File: config.mk
export PLATFORM = sky130hd
export DESIGN_NAME = bpsk_frame_rx_flat
export DESIGN_NICKNAME = d
export VERILOG_FILES = /design/src/rtl/bpsk_frame_rx_if.sv /design/src/rtl/bpsk_frame_rx.sv /design/src/flat_wrapper.sv
export SDC_FILE = /design/constraint.sdc
export NUM_CORES = 1
export LEC_CHECK = 0
export CAP_MARGIN = 20
export CELL_PAD_IN_SITES_DETAIL_PLACEMENT = 1
export CELL_PAD_IN_SITES_GLOBAL_PLACEMENT = 1
export CORE_MARGIN = 2
export CORE_UTILIZATION = 43
export DETAILED_ROUTE_END_ITERATION = 8
export PLACE_DENSITY = 0.76
export SLEW_MARGIN = 15
export SYNTH_ARGS = -nofsm -noshare
export SYNTH_HDL_FRONTEND = slang
export SYNTH_SLANG_ARGS = --single-unit
File: constraint.sdc
create_clock -name clk -period 3.4 [get_ports clk]
set_clock_uncertainty 0.2 [all_clocks]
set_input_delay 0.68 -clock clk [delete_from_list [all_inputs] [get_ports clk]]
set_output_delay 0.68 -clock clk [all_outputs]
set_load 0.05 [all_outputs]
File: src/rtl/bpsk_frame_rx_if.sv
// Sample-in / codeword-out bundle of the BPSK receive framer.
// master = sample source and codeword sink; slave = the framer.
interface bpsk_frame_rx_if #(
  parameter int SAMPLE_W = 8
);
  logic signed [SAMPLE_W-1:0] sample_in;
  logic                       sample_valid;
  logic [11:0]                cw_out;
  logic                       cw_valid;
  logic                       cw_weak;
  logic                       sync_locked;
  logic                       frame_done;

  modport master (
    output sample_in, sample_valid,
    input  cw_out, cw_valid, cw_weak, sync_locked, frame_done
  );

  modport slave (
    input  sample_in, sample_valid,
    output cw_out, cw_valid, cw_weak, sync_locked, frame_done
  );
endinterface

File: src/rtl/bpsk_frame_rx.sv
// BPSK receive framer: integrate-and-dump bit decisions, sync-word hunt, 12-bit codeword assembly.
// Optional weak-bit flagging is built only when BPSK_RX_WEAK_EN is defined.
module bpsk_frame_rx #(
  parameter int         SPS         = 4,
  parameter int         SAMPLE_W    = 8,
  parameter logic [7:0] SYNC_WORD   = 8'hA7,
  parameter int         FRAME_LEN   = 4,
  parameter int         WEAK_THRESH = 16
) (
  input  logic            clk,
  input  logic            reset,
  bpsk_frame_rx_if.slave  rx
);
  localparam int CNT_W = $clog2(SPS);
  localparam int ACC_W = SAMPLE_W + CNT_W;

  typedef enum logic {HUNT = 1'b0, PAYLOAD = 1'b1} state_t;

  if (SPS < 2 || (SPS & (SPS - 1)) != 0 || FRAME_LEN < 1 || FRAME_LEN > 255 || WEAK_THRESH < 0)
  begin : g_param_err
    $error("bpsk_frame_rx: illegal parameter combination");
  end

  logic signed [ACC_W-1:0] r_acc;
  logic [CNT_W-1:0]        r_cnt;
  logic signed [ACC_W-1:0] w_sum;
  logic                    w_last;
  logic                    w_bit_stb;
  logic                    w_bit;
  logic                    w_bit_weak;

  assign w_sum     = r_acc + ACC_W'(rx.sample_in);
  assign w_last    = (r_cnt == CNT_W'(SPS - 1));
  assign w_bit_stb = rx.sample_valid && w_last;
  // Tie (sum == 0) resolves to 0.
  assign w_bit     = !w_sum[ACC_W-1] && (w_sum != '0);

`ifdef BPSK_RX_WEAK_EN
  logic [ACC_W-1:0] w_mag;
  // Unsigned negation also handles the most negative sum correctly.
  assign w_mag      = w_sum[ACC_W-1] ? ACC_W'(-w_sum) : ACC_W'(w_sum);
  assign w_bit_weak = (32'(w_mag) < 32'(WEAK_THRESH));
`else
  assign w_bit_weak = 1'b0;
`endif

  always_ff @(posedge clk) begin
    if (reset) begin
      r_acc <= '0;
      r_cnt <= '0;
    end else if (rx.sample_valid) begin
      if (w_last) begin
        r_acc <= '0;
        r_cnt <= '0;
      end else begin
        r_acc <= w_sum;
        r_cnt <= r_cnt + 1'b1;
      end
    end
  end

  state_t      r_state, w_state;
  logic [7:0]  r_sync, w_sync;
  logic [11:0] r_shift, w_shift;
  logic [3:0]  r_bit_cnt, w_bit_cnt;
  logic [7:0]  r_cw_cnt, w_cw_cnt;
  logic        r_weak, w_weak;
  logic [11:0] r_cw_out, w_cw_out;
  logic        r_cw_valid, w_cw_valid;
  logic        r_cw_weak, w_cw_weak;
  logic        r_frame_done, w_frame_done;
  logic [7:0]  w_cw_inc;
  logic        w_weak_acc;

  assign w_cw_inc   = r_cw_cnt + 8'd1;
  assign w_weak_acc = r_weak | w_bit_weak;

  always_comb begin
    w_state      = r_state;
    w_sync       = r_sync;
    w_shift      = r_shift;
    w_bit_cnt    = r_bit_cnt;
    w_cw_cnt     = r_cw_cnt;
    w_weak       = r_weak;
    w_cw_out     = r_cw_out;
    w_cw_valid   = 1'b0;
    w_cw_weak    = 1'b0;
    w_frame_done = 1'b0;
    if (w_bit_stb) begin
      case (r_state)
        HUNT: begin
          w_sync = {r_sync[6:0], w_bit};
          if (w_sync == SYNC_WORD) begin
            w_state   = PAYLOAD;
            w_bit_cnt = '0;
            w_cw_cnt  = '0;
            w_weak    = 1'b0;
          end
        end
        PAYLOAD: begin
          w_shift = {r_shift[10:0], w_bit};
          if (r_bit_cnt == 4'd11) begin
            w_cw_out   = w_shift;
            w_cw_valid = 1'b1;
            w_cw_weak  = w_weak_acc;
            w_weak     = 1'b0;
            w_bit_cnt  = '0;
            w_cw_cnt   = w_cw_inc;
            // Last codeword of the frame: a new sync needs 8 fresh bits.
            if (w_cw_inc == 8'(FRAME_LEN)) begin
              w_frame_done = 1'b1;
              w_sync       = '0;
              w_state      = HUNT;
            end
          end else begin
            w_bit_cnt = r_bit_cnt + 4'd1;
            w_weak    = w_weak_acc;
          end
        end
        default: w_state = HUNT;
      endcase
    end
  end

  always_ff @(posedge clk) begin
    if (reset) begin
      r_state      <= HUNT;
      r_sync       <= '0;
      r_shift      <= '0;
      r_bit_cnt    <= '0;
      r_cw_cnt     <= '0;
      r_weak       <= 1'b0;
      r_cw_out     <= '0;
      r_cw_valid   <= 1'b0;
      r_cw_weak    <= 1'b0;
      r_frame_done <= 1'b0;
    end else begin
      r_state      <= w_state;
      r_sync       <= w_sync;
      r_shift      <= w_shift;
      r_bit_cnt    <= w_bit_cnt;
      r_cw_cnt     <= w_cw_cnt;
      r_weak       <= w_weak;
      r_cw_out     <= w_cw_out;
      r_cw_valid   <= w_cw_valid;
      r_cw_weak    <= w_cw_weak;
      r_frame_done <= w_frame_done;
    end
  end

  assign rx.cw_out      = r_cw_out;
  assign rx.cw_valid    = r_cw_valid;
  assign rx.cw_weak     = r_cw_weak;
  assign rx.frame_done  = r_frame_done;
  assign rx.sync_locked = (r_state == PAYLOAD);
endmodule

File: src/flat_wrapper.sv
// flat-port wrapper written by rule: the top's interface ports become plain ports
module bpsk_frame_rx_flat 
#(
  parameter int         SPS         = 4,
  parameter int         SAMPLE_W    = 8,
  parameter logic [7:0] SYNC_WORD   = 8'hA7,
  parameter int         FRAME_LEN   = 4,
  parameter int         WEAK_THRESH = 16
)
  (clk, reset, rx_sample_in, rx_sample_valid, rx_cw_out, rx_cw_valid, rx_cw_weak, rx_sync_locked, rx_frame_done);
  bpsk_frame_rx_if #(.SAMPLE_W(SAMPLE_W)) rx_i ();
  input  logic clk;
  input  logic reset;
  input wire logic [$bits(rx_i.sample_in)-1:0] rx_sample_in;
  input wire logic [$bits(rx_i.sample_valid)-1:0] rx_sample_valid;
  output wire logic [$bits(rx_i.cw_out)-1:0] rx_cw_out;
  output wire logic [$bits(rx_i.cw_valid)-1:0] rx_cw_valid;
  output wire logic [$bits(rx_i.cw_weak)-1:0] rx_cw_weak;
  output wire logic [$bits(rx_i.sync_locked)-1:0] rx_sync_locked;
  output wire logic [$bits(rx_i.frame_done)-1:0] rx_frame_done;
  assign rx_i.sample_in = rx_sample_in;
  assign rx_i.sample_valid = rx_sample_valid;
  assign rx_cw_out = rx_i.cw_out;
  assign rx_cw_valid = rx_i.cw_valid;
  assign rx_cw_weak = rx_i.cw_weak;
  assign rx_sync_locked = rx_i.sync_locked;
  assign rx_frame_done = rx_i.frame_done;
  bpsk_frame_rx #(.SPS(SPS), .SAMPLE_W(SAMPLE_W), .SYNC_WORD(SYNC_WORD), .FRAME_LEN(FRAME_LEN), .WEAK_THRESH(WEAK_THRESH)) u_core (.clk(clk), .reset(reset), .rx(rx_i));
endmodule
==> reports/results.ini, run 1 <==
[critical_path]
r2r_slack_ns=0.57
start_kind=primary input
critPathMaxFanout=5
worst-setup-path-type=in -> reg
arrival_ns=3.34
worstRegToRegCells=10
worstSetupEndpointType=register
r2r-start=u_core.r_acc[0]$_SDFFE_PP0P_
required_ns=3.46
rr_endpoint=u_core.r_cw_cnt[2]$_SDFFE_PP0P_

[hold_path]
hold_class=reg -> reg
holdPathEnd=u_core.rx.cw_out[3]$_SDFFE_PP0P_
min_path_cells=2
worstHoldStart=u_core.rx.cw_out[3]$_SDFFE_PP0P_

[power_and_ir_drop]
p_int_mw=1.350
p_clk_share_pct=45.0
p_sw_share_pct=24.92
combPwrFrac_pct=16.5
power.total_mw=1.799
ir_worst_vdd_mv=0.2137
pwr-share-seq_pct=38.5
leakagePower_nw=1.377
power_switching_uw=448.3
power_density_nw_per_um2=496.4

[placement]
dp_hpwl_mm=5.265
portBuffers=25
gpl.final_weighted_congestion=0.8272

[synth]
netlist_area_sq_um=2932
synthFlopType=dfxtp_1
synth_edf_count=0
ys_seq_area_share_pct=38.92
yosysUniqueCellTypes=63
syn_nets=372
syn_inst=348
avgSynthCellArea_sq_um=8.424
ys.warnings.count=0
ys_ff_latch=57
async_reset_ff_share_pct=0

[sta]
setup_viol=0
period_share_pct=96.62
relSlewSlack_pct=59.14
tightestPinTransition_ns=0.6106
rsz0062_at_grt=false
setup_tns_ns=0
final_hold_viol_count=0
holdWs_ns=0.2539
fmax_mhz=304.4
slew_violations=0
finalCriticalPeriod_ns=3.285

[grt]
antenna_found_initial=0
track_usage_pct=21.29
overflow=0
grt_pass1_vias=2588
grt_pass1_wl_mm=12.63
grt_max_degree=30

[status]
status=complete, no violations

[cts]
h-tree-depth=3
clkLatencyLatePin_ns=0.34
cts-root-buf=clkbuf_8
cts_buffers=9
clock-sinks=57
path_clk_slew_ns=0.07
cts_buffer_depth=2
cts_tree=yes

[cells_and_area]
fin_nets=413
insertedDiodeCount=0
final_layout_size_suffix_gt1_share_pct=16.24
utilization_pct=54.23
area_growth_pct=23.60

[die]
design.die.area_sq_um=7494
rows=30
die_w_um=86.57
ioPinCount=27
design.core.area_sq_um=6681
initial_core_util_pct=43.88
die_height_um=86.57

[detailed_routing]
final_antenna_net_count=0
vias=2669
wl_per_cell_um=16.14
drt_wl_total_mm=7.648
drc=0
drtIter0Drc=76
vias_per_cell=5.631
drt_first_pass_iters=4

[run]
drv_cap=0

-- metrics by stage --
step / instances / cell area [sq um] / setup WS [ns]
5_1_grt: 474 / 3623 / 0.01006
3_5_place_dp: 457 / 3332 / -0.2735
3_3_place_gp: 457 / 3332 / -0.1745
2_1_floorplan: 348 / 2932 / 0.3102
6_report: 474 / 3623 / 0.1149
4_1_cts: 473 / 3586 / 0.07925
-- cell usage in the layout (no fill, tap or decap), types with 5 or more instances in the layout --
cell type        count
a21o_1               7
a21oi_1             34
a22oi_1             12
a31oi_1              5
buf_4               23
clkbuf_8            11
clkdlybuf4s50_1     24
dfxtp_1             57
ha_1                12
inv_1                6
nand2_1             62
nand3_1              7
nand4_1              6
nand4b_1             6
nor2_1              23
nor3_1               7
o211ai_1            10
o21ai_0             11
-- layer usage --
metal / wire (um) / track usage [%] / up-vias
met5: 0 / 0 / -
met4: 85 / 4.830 / 0
met3: 174 / 6.095 / 8
met2: 3594 / 34.20 / 27
met1: 3793 / 28.47 / 1283
li1: - / - / 1351
-- power groups by stage --
stage               Clock (mW)  Sequential, mW  Combinational [mW]
floorplan                    0           0.705               0.185
global placement             0           0.707               0.269
detailed placement           0           0.708               0.275
CTS                      0.828           0.693               0.278
global route             0.861           0.694               0.323
finish                   0.810           0.693               0.296
-- cell type report --
| class | instances | area [sq um] |
|---|---|---|
| clock buffer | 12 | 155.1 |
| clock inverter | 4 | 98.84 |
| fill | 804 | 3058 |
| inverter | 6 | 22.52 |
| multi-input combinational | 267 | 1688 |
| sequential | 57 | 1141 |
| tap | 80 | 100.1 |
| timing repair buffer | 48 | 417.9 |
-- sequential cells by signal, indices dropped and copies added, names as in the netlist --
register	count
u_core.r_sync	7
u_core.r_shift	11
u_core.r_cnt	2
u_core.rx.cw_valid	1
u_core.r_cw_cnt	8
u_core.rx.frame_done	1
u_core.r_bit_cnt	4
u_core.rx.cw_out	12
u_core.rx.sync_locked	1
u_core.r_acc	10
-- how the worst max path moves through the flow --
stage	start	end	slack, ns	depth (start not counted)
final	rx_sample_in[0]	u_core.r_cw_cnt[2]$_SDFFE_PP0P_	0.11	11
after global placement	rx_sample_in[0]	u_core.r_cw_cnt[5]$_SDFFE_PP0P_	-0.17	10
after detailed placement	rx_sample_in[0]	u_core.r_cw_cnt[6]$_SDFFE_PP0P_	-0.27	11
after global routing	rx_sample_in[0]	u_core.r_cw_cnt[6]$_SDFFE_PP0P_	0.01	10
after CTS	rx_sample_in[0]	u_core.r_cw_cnt[7]$_SDFFE_PP0P_	0.08	11
after floorplan	rx_sample_in[0]	u_core.r_cw_cnt[2]$_SDFFE_PP0P_	0.31	11
-- critical path, stage by stage --
cell and delay (ns):
clkdlybuf4s50_1 0.40, ha_1 0.21, inv_1 0.08, fa_2 0.25
nor2b_4 0.05, o31a_1 0.33, o2111a_1 0.29, a2bb2oi_4 0.20
and4_4 0.22, or4_1 0.46, a31oi_1 0.16
-- Yosys cell counts, types with 2 or more instances --
| cell | count | area, sq um |
|---|---|---|
| o21ai_0 | 13 | 65.06 |
| a21oi_1 | 34 | 170.2 |
| nand4b_1 | 6 | 52.55 |
| nor2_1 | 23 | 86.33 |
| nor4b_1 | 2 | 17.52 |
| or3_2 | 2 | 15.01 |
| nand4_1 | 6 | 37.54 |
| and2_1 | 2 | 12.51 |
| o211ai_1 | 10 | 75.07 |
| nand2_1 | 63 | 236.5 |
| or2_2 | 2 | 12.51 |
| nand3_1 | 7 | 35.03 |
| or3_1 | 2 | 12.51 |
| a22oi_1 | 12 | 90.09 |
| dfxtp_1 | 57 | 1141 |
| nor3_1 | 7 | 35.03 |
| nor2b_1 | 4 | 25.02 |
| xnor2_1 | 3 | 26.28 |
| a21o_1 | 7 | 52.55 |
| clkbuf_1 | 13 | 48.80 |
| buf_6 | 3 | 33.78 |
| clkbuf_8 | 2 | 27.53 |
| a31oi_1 | 5 | 31.28 |
| xor2_1 | 2 | 17.52 |
| ha_1 | 12 | 150.1 |
| o21a_1 | 3 | 22.52 |
| a21o_2 | 2 | 17.52 |
| or4b_2 | 2 | 20.02 |
| inv_1 | 6 | 22.52 |
| and3_1 | 3 | 18.77 |
-- kinds of logic after synthesis --
group | synth area share [%]
flip-flops | 38.92
adder cells (fa/ha/maj) | 5.804
buffers and inverters | 4.780
other | 0.1279
AND/OR/NAND/NOR | 24.88
multiplexers | 0.3415
AO/OA/AOI/OAI | 23.65
XOR/XNOR | 1.494
-- what timing repair did --
action                                  in CTS  in global routing
hold buffers                                 0                  0
resized for setup                            0                  8
setup buffers                                0                  0
endpoints found under the setup margin       0                  9
Note: power is estimated with default switching activity, not from simulation.
==> inputs of run 2 (changes only) <==
--- a/config.mk
+++ b/config.mk
@@ -5,6 +5,7 @@
 export SDC_FILE = /design/constraint.sdc
 export NUM_CORES = 1
 export LEC_CHECK = 0
+export ABC_CLOCK_PERIOD_IN_PS = 3400
 export CAP_MARGIN = 20
 export CELL_PAD_IN_SITES_DETAIL_PLACEMENT = 1
 export CELL_PAD_IN_SITES_GLOBAL_PLACEMENT = 1
@@ -12,7 +13,8 @@
 export CORE_UTILIZATION = 43
 export DETAILED_ROUTE_END_ITERATION = 8
 export PLACE_DENSITY = 0.76
-export SLEW_MARGIN = 15
+export SKIP_LAST_GASP = 1
+export SLEW_MARGIN = 20
 export SYNTH_ARGS = -nofsm -noshare
 export SYNTH_HDL_FRONTEND = slang
 export SYNTH_SLANG_ARGS = --single-unit
==> results of run 2 <==
The final DEF is identical to that of run 1; final timing and power are the same.
==> inputs of run 3 (changes only) <==
--- a/config.mk
+++ b/config.mk
@@ -10,9 +10,10 @@
 export CELL_PAD_IN_SITES_DETAIL_PLACEMENT = 1
 export CELL_PAD_IN_SITES_GLOBAL_PLACEMENT = 1
 export CORE_MARGIN = 2
-export CORE_UTILIZATION = 43
+export CORE_UTILIZATION = 39
 export DETAILED_ROUTE_END_ITERATION = 8
-export PLACE_DENSITY = 0.76
+export PLACE_DENSITY = 0.7
+export RECOVER_POWER = 50
 export SKIP_LAST_GASP = 1
 export SLEW_MARGIN = 20
 export SYNTH_ARGS = -nofsm -noshare
==> constraint.sdc (replaced) <==
create_clock -name clk -period 3.4 [get_ports clk]
set_clock_uncertainty 0.2 [all_clocks]
set_input_delay 0.85 -clock clk [delete_from_list [all_inputs] [get_ports clk]]
set_output_delay 0.85 -clock clk [all_outputs]
set_load 0.05 [all_outputs]
==> reports/results.ini, run 3 (synthesis results as in run 1) <==
[cells_and_area]
multi_input_area_sq_um=1729  ; +2.4%
regArea_sq_um=1141  ; unchanged
layout.cells.non_filler=505  ; +6.5%
layout_common_cells=62 x nand2_1, 57 x dfxtp_1, 34 x a21oi_1, 30 x buf_4, 23 x nor2_1
n_fill_cell=870  ; +8.2%
fin_area_sq_um=3731  ; +3.0%
insertedDiodeCount=0  ; unchanged
largest_register_ffs=12  ; unchanged
final_common_cell=nand2_1
fin_nets=425  ; +2.9%
area_growth_pct=27.27
final_layout_size_suffix_gt1_share_pct=19.21  ; +3.0 points

[critical_path]
worstSetupEndpointType=register
crit_chain=clkdlybuf4s50_1 > ha_1 > a21o_1 > a31o_1 > or3_4 > a221oi_4 > nand4_1 > buf_4 > nand4b_1 > a21oi_1
required_ns=3.40  ; -0.06 ns
arrival_ns=3.33  ; about the same
r2r_slack_ns=0.58  ; about the same
start_kind=primary input
critPathMaxFanout=5  ; unchanged
slowest_delay_ns=0.41  ; -0.05 ns
crit_family=compound AO/OA/AOI/OAI gates
cp_num_buf_inv=2  ; unchanged
crit_slowest_cell=clkdlybuf4s50_1
worst-setup-path-type=in -> reg

[grt]
track_usage_pct=20.29  ; -1.0 points
overflow=0  ; unchanged
grt_pass1_wl_mm=13.59  ; +7.6%
antenna_found_initial=0  ; unchanged
grt_max_degree=32  ; +6.7%
grt_pass1_vias=2808  ; +8.5%

[cts]
cts_buffers=9  ; unchanged
h-tree-depth=3  ; unchanged
cts_tree=yes
clkLatencyLatePin_ns=0.34  ; about the same
holdBufCountCts=0  ; unchanged
cts_buffer_depth=2  ; unchanged
path_clk_slew_ns=0.07  ; about the same
cts-root-buf=clkbuf_8
clock-sinks=57  ; unchanged

[detailed_routing]
vias=2763  ; +3.5%
wl_per_cell_um=16.18  ; +0.27%
vias_per_cell=5.471  ; -2.8%
drt_wl_total_mm=8.170  ; +6.8%
drc=0  ; unchanged
drt_first_pass_iters=4  ; unchanged
final_antenna_net_count=0  ; unchanged
drtIter0Drc=94  ; +24%

[sta]
final_hold_viol_count=0  ; unchanged
relSlewSlack_pct=9.435  ; -50 points
setup_viol=0  ; unchanged
finalCriticalPeriod_ns=3.334  ; +0.04912 ns
slew_violations=0  ; unchanged
period_share_pct=98.07  ; +1.4 points
tightestPinTransition_ns=1.358  ; +0.7479 ns
fmax_mhz=299.9  ; -1.5%
worst_slack_ns=0.06575  ; -0.04912 ns
setup_tns_ns=0  ; unchanged

[die]
initial_core_util_pct=40.42  ; -3.5 points
die_height_um=90.70  ; +4.8%
ioPinCount=27  ; unchanged
design.die.area_sq_um=8226  ; +9.8%
die_w_um=90.70  ; +4.8%
design.core.area_sq_um=7253  ; +8.6%
rows=31  ; +3.3%

[placement]
gpl.final_weighted_congestion=0.7647  ; -7.6%
dp.cells=484  ; +5.9%
dp_hpwl_mm=5.556  ; +5.5%
portBuffers=25  ; unchanged
place_area_sq_um=3416  ; +2.5%
dp_slack_ns=-0.4144  ; -0.1409 ns

[power_and_ir_drop]
leakagePower_nw=1.468  ; +6.6%
power_density_nw_per_um2=466.3  ; -6.1%
power.total_mw=1.740  ; -3.3%
ir_worst_vdd_mv=0.2276  ; +6.5%

[run]
drv_cap=0  ; unchanged

[hold_path]
hold_class=reg -> reg

[status]
status=complete, no violations

[run 3: cell types whose count changed in the layout (fill, tap and decap cells not counted), sizes merged, moves of 2 or more]
cell,delta
clkinv,+2
buf,+6
clkdlybuf4s50,-15
clkbuf,+5
dlygate4sd3,+13
dlymetal6s2s,+2
[run 3: worst paths after layout]
kind,from,end,cells after the start
max reg2reg,u_core.r_acc[4]$_SDFFE_PP0P_,u_core.r_cw_cnt[0]$_SDFFE_PP0P_,9
max,rx_sample_in[3],u_core.r_cw_cnt[0]$_SDFFE_PP0P_,10
min reg2reg,u_core.rx.cw_out[0]$_SDFFE_PP0P_,u_core.rx.cw_out[0]$_SDFFE_PP0P_,2
min,u_core.rx.cw_out[0]$_SDFFE_PP0P_,u_core.rx.cw_out[0]$_SDFFE_PP0P_,2
[run 3: worst min-delay path, cell delays in order, from the launching register on]
cell     delay, ns
dfxtp_1       0.30
nand2_1       0.05
a21oi_1       0.05
[run 3: metal layers]
layer  share of wire [%]  routed length (um)  GRT usage (%)
met5                   0                   0              0
met3                 2.1                 175          3.840
met1                  48                3905          26.65
met4                 1.7                 142          8.333
met2                  48                3946          32.65
[run 3: final cells by class]
class | count | area share (%)
clock buffer | 11 | 3.789
clock inverter | 5 | 2.113
inverter | 6 | 0.6036
multi-input combinational | 267 | 46.34
sequential | 57 | 30.58
tap | 99 | 3.320
timing repair buffer | 60 | 13.25
[run 3: repair_timing]
item	4_1_cts	5_1_grt
gates resized for setup	2	19
pin swaps	0	12
gates cloned	0	1
buffers inserted	0	4
setup endpoints to repair	8	11
[run 3: through the flow]
stage	util, %	hold slack [ns]
3_3_place_gp	47.09	0.2444
5_1_grt	51.44	0.2669
4_1_cts	50.25	0.2546
6_report	51.44	0.2477
2_1_floorplan	-	0.2298
3_5_place_dp	47.09	0.2490
[run 3: power by group]
group | switching [mW] | internal, mW | total (mW)
Combinational | 0.171 | 0.163 | 0.334
Clock | 0.281 | 0.432 | 0.713
Sequential | 0.0101 | 0.683 | 0.693
